$ cat src/rtl/scan_pkg.sv
// rtl/scan_pkg.sv - shared FSM encoding, default dividers and width helper for the X/Y scan arbiter
package scan_pkg;

  typedef enum logic [2:0] {
    IDLE   = 3'd0,
    ARB    = 3'd1,
    LOAD   = 3'd2,
    SETTLE = 3'd3,
    ON     = 3'd4
  } state_t;

  // Defaults assume a 100 MHz sysclk: 5 kHz scan slots, 500 Hz game ticks, 1 us settle.
  localparam int DEF_SCAN_DIV   = 20000;
  localparam int DEF_CTR_DIV    = 200000;
  localparam int DEF_SETTLE_CYC = 100;

  function automatic int cnt_w(input int limit);
    return (limit > 1) ? $clog2(limit) : 1;
  endfunction

endpackage

$ cat src/rtl/tick_div.sv
// rtl/tick_div.sv - prescaler producing a one-cycle tick every DIV enabled cycles
module tick_div
  import scan_pkg::*;
#(
  parameter int DIV = DEF_SCAN_DIV
) (
  input  logic sysclk,
  input  logic sys_rst_n,
  input  logic en,
  output logic tick
);

  localparam int W = cnt_w(DIV);
  localparam logic [W-1:0] LAST = W'(DIV - 1);

  logic [W-1:0] count;

  assign tick = en && (count == LAST);

  always_ff @(posedge sysclk or negedge sys_rst_n) begin
    if (!sys_rst_n) begin
      count <= '0;
    end else if (!en || count == LAST) begin
      count <= '0;
    end else begin
      count <= count + 1'b1;
    end
  end

endmodule

$ cat src/rtl/xy_scan_arbiter.sv
// rtl/xy_scan_arbiter.sv - round-robin time-slot scheduler for the shared beam X/Y DAC with settle-delayed unblank
module xy_scan_arbiter
  import scan_pkg::*;
#(
  parameter int N_REQ      = 4,
  parameter int COORD_W    = 8,
  parameter int SCAN_DIV   = DEF_SCAN_DIV,
  parameter int CTR_DIV    = DEF_CTR_DIV,
  parameter int SETTLE_CYC = DEF_SETTLE_CYC
) (
  input  logic                       sysclk,
  input  logic                       sys_rst_n,
  input  logic                       en,
  input  logic [N_REQ-1:0]           req,
  input  logic [N_REQ*COORD_W-1:0]   req_x,
  input  logic [N_REQ*COORD_W-1:0]   req_y,
  output logic [N_REQ-1:0]           grant,
  output logic [COORD_W-1:0]         dac_x,
  output logic [COORD_W-1:0]         dac_y,
  output logic                       z_on,
  output logic                       scan_tick,
  output logic                       ctr_tick
);

  localparam int PTR_W = cnt_w(N_REQ);
  localparam int SET_W = cnt_w(SETTLE_CYC);
  localparam logic [PTR_W-1:0] PTR_LAST = PTR_W'(N_REQ - 1);
  // The LOAD cycle is the first settle cycle, so SETTLE itself lasts SETTLE_CYC-1 cycles.
  localparam logic [SET_W-1:0] SETTLE_LAST = SET_W'((SETTLE_CYC >= 2) ? SETTLE_CYC - 2 : 0);

  state_t               state, state_n;
  logic [PTR_W-1:0]     ptr, ptr_n, cand, hit_idx;
  logic                 hit;
  logic [N_REQ-1:0]     grant_n;
  logic [COORD_W-1:0]   dac_x_n, dac_y_n;
  logic                 z_on_n;
  logic [SET_W-1:0]     settle_cnt, settle_cnt_n;
  logic [COORD_W-1:0]   xs [N_REQ];
  logic [COORD_W-1:0]   ys [N_REQ];

  tick_div #(.DIV(SCAN_DIV)) u_scan_div (
    .sysclk    (sysclk),
    .sys_rst_n (sys_rst_n),
    .en        (en),
    .tick      (scan_tick)
  );

  tick_div #(.DIV(CTR_DIV)) u_ctr_div (
    .sysclk    (sysclk),
    .sys_rst_n (sys_rst_n),
    .en        (en),
    .tick      (ctr_tick)
  );

  always_comb begin
    for (int i = 0; i < N_REQ; i++) begin
      xs[i] = req_x[i*COORD_W +: COORD_W];
      ys[i] = req_y[i*COORD_W +: COORD_W];
    end
  end

  // Search starts one past the last winner; wrap is a compare so N_REQ need not be a power of 2.
  always_comb begin
    hit     = 1'b0;
    hit_idx = ptr;
    cand    = ptr;
    for (int i = 0; i < N_REQ; i++) begin
      cand = (cand == PTR_LAST) ? '0 : cand + 1'b1;
      if (!hit && req[cand]) begin
        hit     = 1'b1;
        hit_idx = cand;
      end
    end
  end

  always_comb begin
    state_n      = state;
    ptr_n        = ptr;
    grant_n      = '0;
    dac_x_n      = dac_x;
    dac_y_n      = dac_y;
    z_on_n       = 1'b0;
    settle_cnt_n = settle_cnt;
    if (!en) begin
      state_n      = IDLE;
      settle_cnt_n = '0;
    end else begin
      case (state)
        IDLE: begin
          if (scan_tick) state_n = ARB;
        end
        ARB: begin
          if (hit) begin
            state_n          = LOAD;
            ptr_n            = hit_idx;
            grant_n[hit_idx] = 1'b1;
            dac_x_n          = xs[hit_idx];
            dac_y_n          = ys[hit_idx];
            z_on_n           = (SETTLE_CYC == 0);
          end else begin
            state_n = IDLE;
          end
        end
        LOAD: begin
          settle_cnt_n = '0;
          if (SETTLE_CYC <= 1) begin
            state_n = ON;
            z_on_n  = 1'b1;
          end else begin
            state_n = SETTLE;
          end
        end
        SETTLE: begin
          if (settle_cnt == SETTLE_LAST) begin
            state_n = ON;
            z_on_n  = 1'b1;
          end else begin
            settle_cnt_n = settle_cnt + 1'b1;
          end
        end
        ON: begin
          // Blank on the tick itself so the beam is dark before the DAC moves.
          if (scan_tick) state_n = ARB;
          else           z_on_n  = 1'b1;
        end
        default: state_n = IDLE;
      endcase
    end
  end

  always_ff @(posedge sysclk or negedge sys_rst_n) begin
    if (!sys_rst_n) begin
      state      <= IDLE;
      ptr        <= PTR_LAST;
      grant      <= '0;
      dac_x      <= '0;
      dac_y      <= '0;
      z_on       <= 1'b0;
      settle_cnt <= '0;
    end else begin
      state      <= state_n;
      ptr        <= ptr_n;
      grant      <= grant_n;
      dac_x      <= dac_x_n;
      dac_y      <= dac_y_n;
      z_on       <= z_on_n;
      settle_cnt <= settle_cnt_n;
    end
  end

endmodule

$ cat config.mk
export PLATFORM = sky130hd
export DESIGN_NAME = xy_scan_arbiter
export DESIGN_NICKNAME = d
export VERILOG_FILES = /design/src/rtl/scan_pkg.sv /design/src/rtl/tick_div.sv /design/src/rtl/xy_scan_arbiter.sv
export SDC_FILE = /design/constraint.sdc
export NUM_CORES = 1
export LEC_CHECK = 0
export CAP_MARGIN = 5
export CORE_ASPECT_RATIO = 0.75
export CORE_MARGIN = 2
export CORE_UTILIZATION = 54
export CTS_BUF_LIST = sky130_fd_sc_hd__clkbuf_4
export DETAILED_ROUTE_END_ITERATION = 10
export PLACE_DENSITY_LB_ADDON = 0.2
export SLEW_MARGIN = 20
export SYNTH_ARGS = -nofsm -noshare
export SYNTH_HDL_FRONTEND = slang
export SYNTH_SLANG_ARGS = --single-unit
$ cat constraint.sdc
create_clock -name sysclk -period 3.5 [get_ports sysclk]
set_input_delay 0.875 -clock sysclk [delete_from_list [all_inputs] [get_ports sysclk]]
set_output_delay 0.875 -clock sysclk [all_outputs]
set_load 0.05 [all_outputs]
==> impl_metrics.tcl, run 1 <==
set metrics [dict create \
    grt_pass1_vias 3132 \
    maxSlewHeadroom_pct 47.8 \
    finClkSkew_ps 18.5 \
    path_cells "ha_1 > and3_1 > nand3_1 > nor4_1 > buf_4 > buf_12" \
    yosysWarnings 0 \
    worstSetupPathType "reg -> out" \
    synthTopCellsByCount "dfrtp_1 (64), nor2_1 (54), nand2_1 (37)" \
    fin_cells 554 \
    grt_use_met1_pct 31.5 \
    initial_core_util_pct 56.1 \
    synth_top_area_cell "dfrtp_1" \
    setup_tns_ps 0 \
    slew_viol_final 0 \
    grt_overflow 0 \
    ys_seq_area_share_pct 46.5 \
    nets 544 \
    yosysUniqueCellTypes 47 \
    clk_latency_ps 430 \
    tightest_slew_ps 763 \
    drt-initial-drc-count 162 \
    crit_required_ps 2620 \
    cts_tree "yes" \
    cts_sinks 66 \
    n_fill_cell 458 \
    synth-edff-count 0 \
    num_vias 3090 \
    cpPeakStageDelay_ps 400 \
    drt_first_pass_iters 4 \
    worst_r2r_endpoint "dac_x[7]$_DFFE_PN0P_" \
    vdd_ir_drop_max_v 0.000562 \
    n_antenna_cell 0 \
    row_count 25 \
    synth_area_per_cell_um2 9.67 \
    cts.clk_slew.worst_paths_ps 120 \
    drc 0 \
    hold_viol 0 \
    syn_to_final_growth_pct 34.2 \
    setup-violations-final 0 \
    postCtsSetupBuffers 0 \
    cts_htree_levels 3 \
    hold_buffers 0 \
    numPlacedInstances 538 \
    rsz0062_at_grt "false" \
    dp_hpwl_mm 6.27 \
    slowest_stage "dfrtp_1" \
    cts_made_buffers 9 \
    ff2ff_path_depth 8 \
    synth_ff_type "dfrtp_1" \
    crit_arrival_ps 2110 \
    viasPerCell 5.58 \
    die_w_um 97.8 \
    die_y_um 74.3 \
    setup_ws_ps 512 \
    drive_above_1_share_pct 7.82 \
    grt_start_max_net_pins 36 \
    syn_area_um2 3560 \
    drt-total-wl_mm 8.60 \
    p_leak_nw 2.06 \
    r2r_slack_ps 920 \
    grtUsageMet2_pct 42.1 \
    wl_per_cell_um 15.5 \
    io_pins 94 \
    place.gp.congestion 0.820 \
    clock_path_buffers 2 \
    ys_ff_latch 66 \
    hold_path_class "in -> async" \
    syn_nets 444 \
    preCtsSetupSlack_ps 318 \
    status "completed" \
    r2r_start "ptr[0]$_DFFE_PN1P_" \
    maxCapViolCount 0 \
    fin_crit_ps 2990 \
    synthCells 368 \
    globalRouteMet3Util_pct 6.20 \
    antenna_found_initial 0 \
    max_freq_mhz 335 \
    critPathMaxFanout 8 \
    power_density_nw_per_um2 595 \
    ys_async_sr_fraction_pct 100 \
    yosysTopAreaCellShare_pct 45.0 \
    cts_resized 0 \
    ant_nets 0 \
    coreArea_um2 6350 \
    fin_crit_sh_pct 85.4 \
    die-area_um2 7260 \
    worst_setup_path_end_kind "output pin" \
    synthTopCellsByArea "dfrtp_1 (45%), mux2i_1 (9.0%), nor2_1 (5.7%)" \
    clockRootBuffer "clkbuf_4" \
    portBuffers 93 \
    grt_pass1_wl_mm 14.4 \
    grt.busiest_layer "met2" \
    grt_usage_pct 25.0 \
    start_kind "flop" \
    synth.most_common_cell "dfrtp_1" \
]
## cell type report
| type | instances | area (um^2) | share of cell area (%) |
|---|---|---|---|
| Sequential cell | 66 | 1650 | 34.6 |
| Inverter | 11 | 41.3 | 0.865 |
| Clock buffer | 10 | 75.1 | 1.57 |
| Multi-Input combinational cell | 277 | 1770 | 37.0 |
| Timing Repair Buffer | 103 | 1030 | 21.6 |
| Clock inverter | 6 | 105 | 2.20 |
| Tap cell | 81 | 101 | 2.12 |
## stage by stage
| step | instance area, um^2 | hold WS [ps] | utilization, % | total power, mW |
|---|---|---|---|---|
| final | 4780 | 410 | 75.2 | 2.84 |
| after CTS | 4780 | 415 | 75.2 | 2.86 |
| after global routing | 4780 | 430 | 75.2 | 2.99 |
| after global placement | 4600 | 467 | 72.4 | 2.17 |
| after floorplan | 3560 | 448 | - | 1.91 |
| after detailed placement | 4600 | 479 | 72.4 | 2.22 |
## cells by family after synthesis
group / Yosys count / synth area share [%]
adders and majority gates: 5 / 1.76
xor gates and xnor gates: 29 / 7.14
DFF: 66 / 46.5
and+or+nand+nor: 158 / 20.8
AOI/OAI and AO/OA: 51 / 9.95
muxes: 34 / 9.63
buffers and inverters: 25 / 4.25
## cell usage in the layout (no fill, tap or decap), types with 2 or more instances in the layout
cell | Yosys | layout
xnor2_1 | 9 | 9
a21oi_1 | 14 | 13
mux2_2 | 2 | 2
buf_4 | 0 | 9
buf_12 | 2 | 3
nand4_1 | 4 | 4
dfstp_2 | 2 | 2
clkdlybuf4s50_1 | 0 | 90
nor3_1 | 7 | 7
and3_1 | 11 | 11
mux2i_1 | 32 | 32
nor2_1 | 54 | 54
inv_1 | 10 | 10
o21ai_0 | 9 | 9
clkbuf_4 | 0 | 10
nand4b_1 | 2 | 2
xor2_1 | 20 | 20
o221ai_1 | 16 | 16
nand3_1 | 23 | 23
dfrtp_1 | 64 | 64
ha_1 | 5 | 5
or3_1 | 3 | 3
nor4_1 | 4 | 4
bufinv_16 | 0 | 3
nand2_1 | 37 | 37
nand2b_1 | 4 | 4
nor4b_1 | 2 | 2
clkinv_1 | 0 | 2
## worst max-delay path by stage
stage | from | to
6_report | u_ctr_div.count[0]$_DFF_PN0_ | ctr_tick
5_1_grt | u_ctr_div.count[0]$_DFF_PN0_ | ctr_tick
4_1_cts | u_ctr_div.count[0]$_DFF_PN0_ | ctr_tick
3_5_place_dp | req[1] | dac_y[4]$_DFFE_PN0P_
3_3_place_gp | req[3] | dac_y[3]$_DFFE_PN0P_
2_1_floorplan | en | ctr_tick
## routing by layer
layer | part of all wire (%) | up-vias | routed length [um]
li1 | - | 1498 | -
met1 | 43 | 1495 | 3670
met2 | 51 | 72 | 4360
met3 | 4.2 | 25 | 361
met4 | 2.4 | 0 | 210
met5 | 0 | - | 0
## registers in the layout, indices dropped and copies added (netlist names)
| name | cells |
|---|---|
| state | 3 |
| dac_y | 8 |
| grant | 4 |
| settle_cnt | 7 |
| z_on | 1 |
| dac_x | 8 |
| ptr | 2 |
| u_ctr_div.count | 18 |
| u_scan_div.count | 15 |
## worst max-delay path, delay by kind of cell, from the launching register on
| kind | cells | cell delay (ps) |
|---|---|---|
| buf+inv | 2 | 300 |
| simple gates | 3 | 770 |
| flops | 1 | 400 |
| fa+ha+maj | 1 | 200 |
## report_power, final
group          switching [mW]  internal, mW  leakage, nW  total [mW]
combinational           0.728         0.541         1.08        1.27
clock                   0.282         0.365       0.0917       0.647
sequential             0.0663         0.861        0.893       0.927
total                    1.08          1.77         2.06        2.84
Note: power is estimated with default switching activity, not from simulation.
==> inputs of run 2 (changes only) <==
HOLD_SLACK_MARGIN = 0.02   (was default)
==> results of run 2 <==
The final DEF is identical to that of run 1; final timing and power are the same.
==> inputs of run 3 (changes only) <==
CORE_UTILIZATION = 40   (was 54)
clock period = 2.9 ns   (was 3.5 ns; I/O delays follow)
==> run 3 against run 2 <==
Effect of this change: the run now ends with design-rule violations left; largest power group unchanged; critical endpoint is now dac_x[4]$_DFFE_PN0P_; clock-buffer cell count fell by 1; largest cell class unchanged; sequential power rose by 21%; critical path type is now reg -> reg; critical path depth rose by 2.
==> impl_metrics.tcl, run 3 (synthesis results as in run 1) <==
set metrics [dict create \
    drc 3 \
    grt_pass1_vias 2997 \
    cts.clk_slew.worst_paths_ps 110 \
    initial_core_util_pct 41.6 \
    startpoint "ptr[0]$_DFFE_PN1P_" \
    violations "design-rule violations" \
    wl_met1_mm 4.14 \
    status "finished, violations left" \
    portBuffers 93 \
    cts_made_buffers 9 \
    grt_pass1_wl_mm 14.6 \
    fin_util_pct 57.3 \
    cts_htree_levels 3 \
    die-area_um2 9680 \
    place_area_um2 4700 \
    topRoutingLayerUsed "met4" \
    cts_sinks 66 \
    tightest_slew_ps 814 \
    worstSetupEndpoint "dac_x[4]$_DFFE_PN0P_" \
    clk_latency_ps 410 \
    slowest_stage "a2111oi_0" \
    maxSlewHeadroom_pct 44.3 \
    fin_crit_ps 2690 \
    cpPeakStageDelay_ps 710 \
    dr_wl_met3_um 324 \
    vdd_ir_drop_max_v 0.000402 \
    io_pins 94 \
    hold_path_class "in -> async" \
    worstSetupPathType "reg -> reg" \
    die_y_um 85.7 \
    worst_setup_path_end_kind "flop" \
    p_leak_nw 2.10 \
    ff2ff_path_depth 8 \
    fin_crit_sh_pct 92.8 \
    largest_register_ffs 18 \
    crit_required_ps 3180 \
    largestRegisters "u_ctr_div.count x18, u_scan_div.count x15" \
    maxCapViolCount 0 \
    ant_nets 0 \
    path_cells "ha_1 > nor2_1 > and3_1 > a2111oi_0 > a21oi_4 > buf_12 > mux2i_1 > o221ai_1" \
    numPlacedInstances 567 \
    start_kind "flop" \
    postCtsSetupBuffers 0 \
    clock_path_buffers 2 \
    r2r_slack_ps 210 \
    regMostFlops "u_ctr_div.count" \
    max_freq_mhz 371 \
    syn_to_final_growth_pct 37.8 \
    drt-total-wl_mm 8.65 \
    die_w_um 113 \
    hold_buffers 0 \
    critPathMaxFanout 35 \
    r2r_start "ptr[0]$_DFFE_PN1P_" \
    row_count 29 \
    coreArea_um2 8560 \
    finClkSkew_ps 17.1 \
    num_vias 3062 \
    path_delay_family "compound AO/OA/AOI/OAI gates" \
    grt_usage_pct 18.6 \
    crit_arrival_ps 2970 \
    drive_above_1_share_pct 8.84 \
    grt_overflow 0 \
    fin_cells 583 \
    antenna_found_initial 0 \
    met2WireLength_mm 4.10 \
    layout_common_cells "clkdlybuf4s50_1 (90), dfrtp_1 (64), nor2_1 (54)" \
    drt_first_pass_iters 7 \
    clockRootBuffer "clkbuf_4" \
    worst_r2r_endpoint "dac_x[4]$_DFFE_PN0P_" \
    n_antenna_cell 0 \
    place.gp.congestion 0.902 \
    n_fill_cell 778 \
    wl_per_cell_um 14.8 \
    grt_start_max_net_pins 36 \
    cts_tree "yes" \
    fin_area_um2 4900 \
    mostFrequentLayoutCell "clkdlybuf4s50_1" \
    crit_cells 8 \
    setup-violations-final 0 \
    slew_viol_final 0 \
    rsz0062_at_grt "false" \
    power_density_nw_per_um2 700 \
    nets 546 \
    crit_buf_inv 1 \
    drt-initial-drc-count 117 \
    viasPerCell 5.25 \
    dp_hpwl_mm 6.38 \
    hold_viol 0 \
]
## run 3: power breakdown
group	internal, mW	total, mW	switching, mW
Combinational	0.660	1.53	0.875
Sequential	1.04	1.12	0.0793
Clock	0.435	0.778	0.343
## run 3: worst min-delay path by stage
| stage | startpoint | to | slack [ps] | cells after the start |
|---|---|---|---|---|
| 2_1_floorplan | sys_rst_n | dac_x[0]$_DFFE_PN0P_ | 430 | 0 |
| 3_3_place_gp | dac_y[2]$_DFFE_PN0P_ | dac_y[2]$_DFFE_PN0P_ | 470 | 2 |
| 3_5_place_dp | ptr[1]$_DFFE_PN1P_ | ptr[1]$_DFFE_PN1P_ | 470 | 2 |
| 4_1_cts | sys_rst_n | state[2]$_DFFE_PN0P_ | 330 | 1 |
| 5_1_grt | sys_rst_n | state[2]$_DFFE_PN0P_ | 330 | 1 |
| 6_report | sys_rst_n | settle_cnt[3]$_DFFE_PN0P_ | 330 | 1 |
## run 3: metrics by stage
| step | setup TNS [ps] | total power [mW] | setup slack (ps) | hold WS, ps |
|---|---|---|---|---|
| after floorplan | 0 | 2.31 | 265 | 429 |
| after global placement | 0 | 2.65 | 49.1 | 468 |
| after detailed placement | -213 | 2.68 | -75.6 | 475 |
| after CTS | 0 | 3.47 | 83.1 | 330 |
| after global routing | 0 | 3.63 | 42.4 | 332 |
| final | 0 | 3.43 | 208 | 325 |
## run 3: timing repair
item	CTS	global route
resized for setup	1	2
endpoints found under the hold margin	0	0
setup endpoints to repair	1	1
## run 3: area by class of cell
class	count	area [um^2]	share of cell area, %
Multi-Input combinational cell	277	1800	36.7
Sequential cell	66	1650	33.7
Timing Repair Buffer	105	1090	22.1
Tap cell	108	135	2.76
Clock inverter	7	118	2.40
Clock buffer	9	67.6	1.38
Inverter	11	41.3	0.842
## run 3: worst register-to-register path, cell delays in order (launching register included)
cell and delay (ps):
dfstp_2 620, ha_1 280, nor2_1 120, and3_1 190, a2111oi_0 710, a21oi_4 60, buf_12 230, mux2i_1 220
o221ai_1 150
## run 3: metal layers
metal,vias up,global-route usage (%)
li1,1506,-
met1,1495,26.1
met2,51,29.4
met3,10,4.88
met4,0,4.32
met5,-,0
